`config.mk`:
```
export PLATFORM = sky130hd
export DESIGN_NAME = stage3_mem_wb
export DESIGN_NICKNAME = d
export VERILOG_FILES = /design/src/rtl/stage3_mem_wb_pkg.sv /design/src/rtl/mem_wd_counter.sv /design/src/rtl/stage3_mem_wb.sv
export SDC_FILE = /design/constraint.sdc
export NUM_CORES = 1
export LEC_CHECK = 0
export BUFFER_PORTS_ARGS = -buffer_cell sky130_fd_sc_hd__clkbuf_2
export CELL_PAD_IN_SITES_DETAIL_PLACEMENT = 1
export CELL_PAD_IN_SITES_GLOBAL_PLACEMENT = 2
export CORE_UTILIZATION = 19
export CTS_CLUSTER_DIAMETER = 30
export CTS_CLUSTER_SIZE = 20
export DETAILED_ROUTE_END_ITERATION = 10
export PLACE_DENSITY = 0.82
export SETUP_SLACK_MARGIN = 0.02
export SYNTH_ARGS = -nofsm -noshare
export SYNTH_HDL_FRONTEND = slang
export SYNTH_HIERARCHICAL = 1
export SYNTH_SLANG_ARGS = --single-unit
```
`constraint.sdc`:
```
create_clock -name clk -period 2.25 [get_ports clk]
set_clock_uncertainty 0.2 [all_clocks]
set_input_delay 0.1125 -clock clk [delete_from_list [all_inputs] [get_ports clk]]
set_output_delay 0.1125 -clock clk [all_outputs]
set_load 0.05 [all_outputs]
```
`src/rtl/stage3_mem_wb_pkg.sv`:
```
// +-----------------------------------------------------------------------+
// | stage3_mem_wb_pkg : shared encodings and helpers for the MEM/WB stage  |
// | Revision: 1.0                                                         |
// +-----------------------------------------------------------------------+
`default_nettype none

package stage3_mem_wb_pkg;

  localparam int c_DATA_W = 32;

  typedef enum logic [1:0] {
    ST_IDLE = 2'b00,
    ST_WAIT = 2'b01,
    ST_ERR  = 2'b10
  } state_t;

  // x0 is hard-wired to zero, so a write to it is never enabled
  function automatic logic wb_enable(input logic regwrite, input logic [4:0] rd);
    return regwrite & (|rd);
  endfunction

endpackage

`default_nettype wire

```
`src/rtl/mem_wd_counter.sv`:
```
// +-----------------------------------------------------------------------+
// | mem_wd_counter : 8-bit saturating watchdog for outstanding dmem access|
// | Revision: 1.0                                                         |
// +-----------------------------------------------------------------------+
`default_nettype none

module mem_wd_counter #(
  parameter int TIMEOUT = 15
) (
  input  logic clk,
  input  logic rst,
  input  logic i_clr,
  input  logic i_en,
  output logic o_expired
);

  localparam logic [7:0] c_LIMIT = TIMEOUT[7:0];

  logic [7:0] r_count;

  always_ff @(posedge clk) begin
    if (!rst) begin
      r_count <= 8'd0;
    end else if (i_clr) begin
      r_count <= 8'd0;
    end else if (i_en && (r_count != 8'hFF)) begin
      r_count <= r_count + 8'd1;
    end
  end

  assign o_expired = (r_count >= c_LIMIT);

endmodule

`default_nettype wire

```
`src/rtl/stage3_mem_wb.sv`:
```
// +-----------------------------------------------------------------------+
// | stage3_mem_wb : MEM/WB stage, dmem ready handshake, WB register      |
// | Optional macro MEM_STAGE_STORE_FWD_EN adds a one-entry store buffer   |
// | Revision: 1.0                                                         |
// +-----------------------------------------------------------------------+
`default_nettype none

module stage3_mem_wb
  import stage3_mem_wb_pkg::*;
#(
  parameter int ADDR_W  = 8,
  parameter int TIMEOUT = 15
) (
  input  logic                clk,
  input  logic                rst,
  input  logic                NOS,
  input  logic                Ctl_MemRead_in,
  input  logic                Ctl_MemWrite_in,
  input  logic                Ctl_MemtoReg_in,
  input  logic                Ctl_RegWrite_in,
  input  logic [4:0]          Rd_in,
  input  logic [c_DATA_W-1:0] ALUresult_in,
  input  logic [c_DATA_W-1:0] MemWriteData_in,
  output logic                dmem_req,
  output logic                dmem_we,
  output logic [ADDR_W-1:0]   dmem_addr,
  output logic [c_DATA_W-1:0] dmem_wdata,
  input  logic                dmem_ready,
  input  logic [c_DATA_W-1:0] dmem_rdata,
  output logic                stall,
  output logic                Ctl_RegWrite_out,
  output logic [4:0]          Rd_out,
  output logic [c_DATA_W-1:0] WriteData_out,
  output logic                mem_err
);

  state_t r_state;
  state_t w_state_nxt;

  logic                r_regwrite;
  logic [4:0]          r_rd;
  logic [c_DATA_W-1:0] r_wdata;

  logic                w_raw_mem;
  logic                w_mem_op;
  logic [ADDR_W-1:0]   w_addr;
  logic                w_fwd_hit;
  logic [c_DATA_W-1:0] w_load_data;
  logic                w_req;
  logic                w_stall;
  logic                w_complete;
  logic                w_pass;
  logic                w_pass_we;
  logic                w_wd_clr;
  logic                w_wd_en;
  logic                w_wd_expired;

  assign w_raw_mem = Ctl_MemRead_in | Ctl_MemWrite_in;
  assign w_mem_op  = w_raw_mem & ~NOS & (r_state != ST_ERR);
  assign w_addr    = ALUresult_in[ADDR_W+1:2];
  // A killed or post-error memory op retires as a bubble
  assign w_pass_we = Ctl_RegWrite_in & ~NOS & ~(w_raw_mem & (r_state == ST_ERR));

`ifdef MEM_STAGE_STORE_FWD_EN
  logic                r_buf_valid;
  logic [ADDR_W-1:0]   r_buf_addr;
  logic [c_DATA_W-1:0] r_buf_data;

  assign w_fwd_hit   = r_buf_valid & Ctl_MemRead_in & ~Ctl_MemWrite_in & (r_buf_addr == w_addr);
  assign w_load_data = w_fwd_hit ? r_buf_data : dmem_rdata;

  always_ff @(posedge clk) begin
    if (!rst) begin
      r_buf_valid <= 1'b0;
      r_buf_addr  <= '0;
      r_buf_data  <= '0;
    end else if (w_complete && Ctl_MemWrite_in) begin
      r_buf_valid <= 1'b1;
      r_buf_addr  <= w_addr;
      r_buf_data  <= MemWriteData_in;
    end
  end
`else
  assign w_fwd_hit   = 1'b0;
  assign w_load_data = dmem_rdata;
`endif

  mem_wd_counter #(
    .TIMEOUT (TIMEOUT)
  ) u_wd (
    .clk       (clk),
    .rst       (rst),
    .i_clr     (w_wd_clr),
    .i_en      (w_wd_en),
    .o_expired (w_wd_expired)
  );

  always_ff @(posedge clk) begin
    if (!rst) begin
      r_state <= ST_IDLE;
    end else begin
      r_state <= w_state_nxt;
    end
  end

  always_comb begin
    w_state_nxt = r_state;
    w_req       = 1'b0;
    w_stall     = 1'b0;
    w_complete  = 1'b0;
    w_pass      = 1'b0;
    w_wd_clr    = 1'b1;
    w_wd_en     = 1'b0;
    case (r_state)
      ST_IDLE: begin
        if (w_mem_op) begin
          if (w_fwd_hit) begin
            w_complete = 1'b1;
          end else begin
            w_req = 1'b1;
            if (dmem_ready) begin
              w_complete = 1'b1;
            end else begin
              w_stall     = 1'b1;
              w_wd_clr    = 1'b0;
              w_wd_en     = 1'b1;
              w_state_nxt = ST_WAIT;
            end
          end
        end else begin
          w_pass = 1'b1;
        end
      end
      ST_WAIT: begin
        // NOS is ignored here: the access has already been issued
        w_req = 1'b1;
        if (dmem_ready) begin
          w_complete  = 1'b1;
          w_state_nxt = ST_IDLE;
        end else begin
          w_stall  = 1'b1;
          w_wd_clr = 1'b0;
          w_wd_en  = 1'b1;
          if (w_wd_expired) begin
            w_state_nxt = ST_ERR;
          end
        end
      end
      ST_ERR: begin
        w_pass = 1'b1;
      end
      default: begin
        w_state_nxt = ST_IDLE;
      end
    endcase
  end

  always_ff @(posedge clk) begin
    if (!rst) begin
      r_regwrite <= 1'b0;
      r_rd       <= 5'd0;
      r_wdata    <= '0;
    end else if (w_complete) begin
      r_regwrite <= wb_enable(Ctl_RegWrite_in, Rd_in);
      r_rd       <= Rd_in;
      r_wdata    <= Ctl_MemtoReg_in ? w_load_data : ALUresult_in;
    end else if (w_pass) begin
      r_regwrite <= wb_enable(w_pass_we, Rd_in);
      r_rd       <= Rd_in;
      r_wdata    <= ALUresult_in;
    end else begin
      r_regwrite <= 1'b0;
    end
  end

  assign dmem_req         = w_req;
  assign dmem_we          = Ctl_MemWrite_in;
  assign dmem_addr        = w_addr;
  assign dmem_wdata       = MemWriteData_in;
  assign stall            = w_stall;
  assign Ctl_RegWrite_out = r_regwrite;
  assign Rd_out           = r_rd;
  assign WriteData_out    = r_wdata;
  assign mem_err          = (r_state == ST_ERR);

endmodule

`default_nettype wire
```
==> impl_metrics.env, run 1 <==
export IMPL_placed_area_um2=3168
export IMPL_antenna_found_initial=0
export IMPL_wirelength_um=10460
export IMPL_ys_types=37
export IMPL_arrival_ps=1860
export IMPL_yosysTopAreaCell="dfxtp_1"
export IMPL_die_area_um2=14600
export IMPL_netlist_top_cells_count="buf_4 (48), dfxtp_1 (48), nand2_1 (43), nor3_1 (36), a311oi_1 (33)"
export IMPL_cp_start_kind="input pin"
export IMPL_cp_cell_sequence="dlygate4sd3_1 > clkbuf_2 > o21bai_4 > and2_4 > nor3_4 > buf_4 > clkbuf_2"
export IMPL_synthFlopType="dfxtp_1"
export IMPL_worst_pin_slew_ps=761.3
export IMPL_fin_ws_ps=82.41
export IMPL_synth_edf_count=0
export IMPL_setup_viol=0
export IMPL_yosysSeqAreaShare=0.3582
export IMPL_syn_inst=323
export IMPL_relSlewSlack=0.4918
export IMPL_num_fill_cells=1652
export IMPL_seq_area_um2=960.9
export IMPL_grt_ovfl_total=0
export IMPL_cts_tree="built"
export IMPL_portBuffers=126
export IMPL_vias_per_cell=4.620
export IMPL_drc=0
export IMPL_p_leak_uw=0.001691
export IMPL_drive_gt1_frac=0.3277
export IMPL_hold_viol=0
export IMPL_critical_path_max_stage_delay_ps=530
export IMPL_worstPathRequired_ps=1940
export IMPL_irDropWorstVdd_mv=0.2597
export IMPL_finalCritPeriodShare=0.9634
export IMPL_layoutNonFillerInstCount=656
export IMPL_num_vias=3031
export IMPL_syn_area_um2=2683
export IMPL_design_area_um2=4070
export IMPL_clkSinkCount=48
export IMPL_endpoint_kind="primary output"
export IMPL_ys_warn_count=6
export IMPL_grt_pass1_wl_um=15800
export IMPL_clock_latency_ps=290
export IMPL_grtUsageTotal=0.1387
export IMPL_antennaDiodeCount=0
export IMPL_hpwl_um=6541
export IMPL_ys_ff_latch=48
export IMPL_fin_tns_setup_ps=0
export IMPL_syn_avg_cell_area_um2=8.305
export IMPL_worstPathMaxFanout=7
export IMPL_grt_pass1_vias=3179
export IMPL_p_per_area_nw_per_um2=608.0
export IMPL_wire_per_inst_um=15.94
export IMPL_final_max_slew_violation_count=0
export IMPL_maxCapViolations=0
export IMPL_crit_slowest_cell="dlygate4sd3_1"
export IMPL_dr_pass1_iters=4
export IMPL_die_y_um=120.8
export IMPL_rsz0062_at_grt="true"
export IMPL_synth_area_top_cells="dfxtp_1 (36%), buf_4 (13%), a311oi_1 (11%)"
export IMPL_r2r_slack_ps=210
export IMPL_row_count=43
export IMPL_drtIter0Drc=102
export IMPL_fmax_ghz=0.4613
export IMPL_yosysTopAreaCellShare=0.3582
export IMPL_critPathKind="in2out"
export IMPL_place_inst=573
export IMPL_crit_top_cell="clkbuf_2"
export IMPL_status="complete, no violations"
export IMPL_cts_root_buffer="clkbuf_16"
export IMPL_cts_buffers=5
export IMPL_async_flop_share=0
export IMPL_grt_max_degree=38
export IMPL_pre_cts_ws_ps=279.6
export IMPL_core_area_um2=13830
export IMPL_synth_nets=433
export IMPL_antenna_left=0
export IMPL_initial_utilization=0.1940
export IMPL_pin_count=191
export IMPL_min_path_type="in2out"
export IMPL_fin_nets=585
export IMPL_die_width_um=120.8
export IMPL_period_minus_slack_ps=2168
export IMPL_htreeDepth=2
export IMPL_area_growth_pct=51.73
export IMPL_clockBufferDepth=2
export IMPL_totalPowerFinal_uw=2475
export IMPL_place_congestion=0.7587
export IMPL_multi_input_area_um2=1246
==> power breakdown <==
| part | total (µW) | internal, µW | switching, µW |
|---|---|---|---|
| logic | 756 | 265 | 492 |
| clock network | 774 | 439 | 335 |
| registers | 944 | 911 | 33.3 |
| total | 2470 | 1610 | 860 |
==> worst max-delay path, delay by kind of cell <==
kind,cells,cell delay [ps]
buf+inv,4,1080
simple gates,2,450
compound gates,1,200
==> registers in the layout (all words and copies together), names as in the netlist <==
name,cells
r_state,2
u_wd/r_count,8
Rd_out,5
Ctl_RegWrite_out,1
WriteData_out,32
==> cell type report <==
class / instances / share of cell area
Clock buffer: 6 / 0.03412
Clock inverter: 2 / 0.002459
Inverter: 4 / 0.003689
Sequential cell: 48 / 0.2361
Tap cell: 180 / 0.05533
Multi-Input combinational cell: 205 / 0.3062
Timing Repair Buffer: 211 / 0.3621
==> through the flow <==
step / hold WS [ps] / utilization
after floorplan: 9.867 / -
after global placement: 25.34 / 0.2291
after detailed placement: 25.34 / 0.2291
after CTS: 25.34 / 0.2920
after global routing: 25.07 / 0.2944
final: 25.01 / 0.2944
==> cell usage in the layout (no fill, tap or decap), types with 2 or more instances in the layout <==
master,Yosys,layout
clkbuf_16,0,5
clkinv_2,0,2
dfxtp_1,48,48
a311oi_1,33,33
o21ai_1,30,30
o21a_1,2,2
dlygate4sd3_1,0,72
inv_1,3,3
o21ai_0,10,10
nand2b_1,4,3
clkbuf_2,0,125
nand2_1,43,43
a21oi_1,9,9
nand3_1,8,8
a211oi_1,2,2
and4_1,3,3
buf_4,48,11
nor2b_1,3,2
nor4_1,2,2
and3_1,2,2
mux2i_1,3,3
buf_12,0,2
nor3_1,36,35
==> repair_timing <==
| item | 4_1_cts | 5_1_grt |
|---|---|---|
| buffers inserted | 0 | 3 |
| setup endpoints to repair | 0 | 3 |
| gates resized for setup | 0 | 4 |
| hold buffers | 72 | 0 |
| hold endpoints to repair | 40 | 0 |
==> path summary, 6_finish.rpt <==
path / from / endpoint / depth (start not counted)
setup / recovery: NOS / stall / 7
hold / removal: MemWriteData_in[10] / dmem_wdata[10] / 0
setup reg to reg: r_state[1]$_SDFFE_PN0P_ / Ctl_RegWrite_out$_SDFF_PN0_ / 5
hold reg to reg: Rd_out[0]$_SDFFE_PN0P_ / Rd_out[0]$_SDFFE_PN0P_ / 2
==> logic make-up (layout without fill, tap and decap cells) <==
kind of cell | count (synthesis) | in the layout | synth area share
multiplexers | 3 | 3 | 0.01119
AO/OA/AOI/OAI | 94 | 94 | 0.2411
flip-flops | 48 | 48 | 0.3582
AND/OR/NAND/NOR | 107 | 107 | 0.1968
buffers and inverters | 70 | 223 | 0.1880
adder cells (fa/ha/maj) | 1 | 1 | 0.004663
==> routing by layer <==
metal / track usage / part of all wire / up-vias
met1: 0.1533 / 0.42 / 1451
met5: 0 / 0 / -
met4: 0.04938 / 0.018 / 0
met2: 0.2564 / 0.51 / 119
met3: 0.03160 / 0.055 / 19
li1: - / - / 1442
No activity file was read; power rests on OpenSTA's default activity.
==> run 2, diff against run 1 <==
CORE_MARGIN = 4   (was unset)
CORE_UTILIZATION = 21   (was 19)
GPL_TIMING_DRIVEN = 1   (was unset)
PLACE_DENSITY = 0.86   (was 0.82)
clock period = 2.1 ns   (was 2.25 ns; I/O delays follow)
==> impl_metrics.env, run 2 (synthesized netlist as in run 1, its figures left out) <==
export IMPL_portBuffers=126
export IMPL_cts_tree="built"
export IMPL_min_path_type="in2out"
export IMPL_status="complete, no violations"
export IMPL_pin_count=191
export IMPL_core_area_um2=12570
export IMPL_period_minus_slack_ps=1906
export IMPL_cp_cell_sequence="inv_4 > and2_4 > buf_4 > nor2_1 > clkbuf_2"
export IMPL_clock_latency_ps=290
export IMPL_placed_area_um2=3159
export IMPL_hold_viol=0
export IMPL_clkSinkCount=48
export IMPL_grt_ovfl_total=0
export IMPL_fin_nets=585
export IMPL_clockBufferDepth=2
export IMPL_htreeDepth=2
export IMPL_final_max_slew_violation_count=0
export IMPL_cp_top_family="buffers and inverters"
export IMPL_endpoint_kind="primary output"
export IMPL_vias_per_cell=4.774
export IMPL_layoutNonFillerInstCount=650
export IMPL_finalCritPeriodShare=0.9075
export IMPL_fin_ws_ps=194.2
export IMPL_area_growth_pct=52.94
export IMPL_die_width_um=121.0
export IMPL_worstPathMaxFanout=33
export IMPL_die_y_um=121.0
export IMPL_design_area_um2=4103
export IMPL_hpwl_um=6850
export IMPL_cts_buffers=5
export IMPL_layout_commonest_cell="clkbuf_2"
export IMPL_grtUsageTotal=0.1508
export IMPL_maxCapViolations=0
export IMPL_dr_pass1_iters=4
export IMPL_arrival_ps=1600
export IMPL_initial_utilization=0.2134
export IMPL_rsz0062_at_grt="false"
export IMPL_worst_pin_slew_ps=771.1
export IMPL_critPathKind="reg2out"
export IMPL_die_area_um2=14650
export IMPL_fmax_ghz=0.5247
export IMPL_worstPathRequired_ps=1790
export IMPL_setup_viol=0
export IMPL_antenna_found_initial=0
export IMPL_grt_max_degree=38
export IMPL_wirelength_um=11250
export IMPL_cp_start_kind="register"
export IMPL_cts_root_buffer="clkbuf_16"
export IMPL_grt_pass1_vias=3360
export IMPL_drtIter0Drc=156
export IMPL_row_count=41
export IMPL_relSlewSlack=0.4852
export IMPL_irDropWorstVdd_mv=0.3440
export IMPL_largest_register_ffs=32
export IMPL_num_vias=3103
export IMPL_num_fill_cells=1525
export IMPL_place_inst=563
export IMPL_drc=0
export IMPL_p_per_area_nw_per_um2=675.6
export IMPL_path_clk_slew_ps=70
export IMPL_p_leak_uw=0.001697
export IMPL_crit_slowest_cell="buf_4"
export IMPL_drive_gt1_frac=0.3340
export IMPL_place_congestion=0.7338
export IMPL_worst_path_buf_inv=3
export IMPL_ctsResizeCount=0
export IMPL_totalPowerFinal_uw=2772
export IMPL_pre_cts_ws_ps=131.1
export IMPL_post_route_util=0.3264
export IMPL_critical_path_max_stage_delay_ps=370
export IMPL_wire_per_inst_um=17.31
export IMPL_final_cell_mix="clkbuf_2 (126), dlygate4sd3_1 (72), dfxtp_1 (47)"
export IMPL_antenna_left=0
export IMPL_grt_pass1_wl_um=17530
[run 2: layer usage]
layer | wire length [µm] | up-vias | global-route usage
met5 | 0 | - | 0
met4 | 281 | 0 | 0.06091
met3 | 781 | 31 | 0.04522
met2 | 5820 | 129 | 0.2775
met1 | 4368 | 1493 | 0.1593
li1 | - | 1450 | -
[run 2: stage by stage]
stage	hold WS (ps)	TNS [ps]
finish	10.02	0
global route	10.07	0
global placement	10.34	0
CTS	10.34	0
floorplan	2.367	-174.4
detailed placement	10.34	0
[run 2: path summary, 6_finish.rpt]
check / cells after the start / slack [ps] / end / startpoint
max: 5 / 190 / dmem_req / r_state[0]$_SDFFE_PN0P_
min reg2reg: 2 / 270 / Rd_out[0]$_SDFFE_PN0P_ / Rd_out[0]$_SDFFE_PN0P_
max reg2reg: 6 / 210 / u_wd/r_count[5]$_SDFFE_PP0P_ / r_state[0]$_SDFFE_PN0P_
min: 0 / 10 / dmem_wdata[19] / MemWriteData_in[19]
[run 2: power breakdown]
| group | internal (µW) | switching (µW) |
|---|---|---|
| combinational | 287 | 532 |
| sequential | 976 | 38.0 |
| clock | 561 | 379 |
[run 2: layout make-up]
type / instances / area [µm²] / area share
repair buffers: 211 / 1486 / 0.3623
multi-input cells: 205 / 1249 / 0.3044
flip-flops and latches: 48 / 962.2 / 0.2345
well taps: 172 / 215.2 / 0.05245
clock buffers: 5 / 125.1 / 0.03050
clock inverters: 3 / 42.54 / 0.01037
inverters: 4 / 17.52 / 0.004270
diodes: 2 / 5.005 / 0.001220
[run 2: worst register-to-register path, stage by stage (launching register included)]
cell and delay (ps):
dfxtp_2 380, inv_4 60, and2_4 150, nor3_4 310, nand4_1 200, a211oi_1 310, mux2i_1 220
[run 2: what timing repair did]
| action | CTS | global route |
|---|---|---|
| hold buffers | 72 | 0 |
| buffers inserted | 0 | 5 |
| setup endpoints to repair | 0 | 2 |
| endpoints found under the hold margin | 43 | 0 |
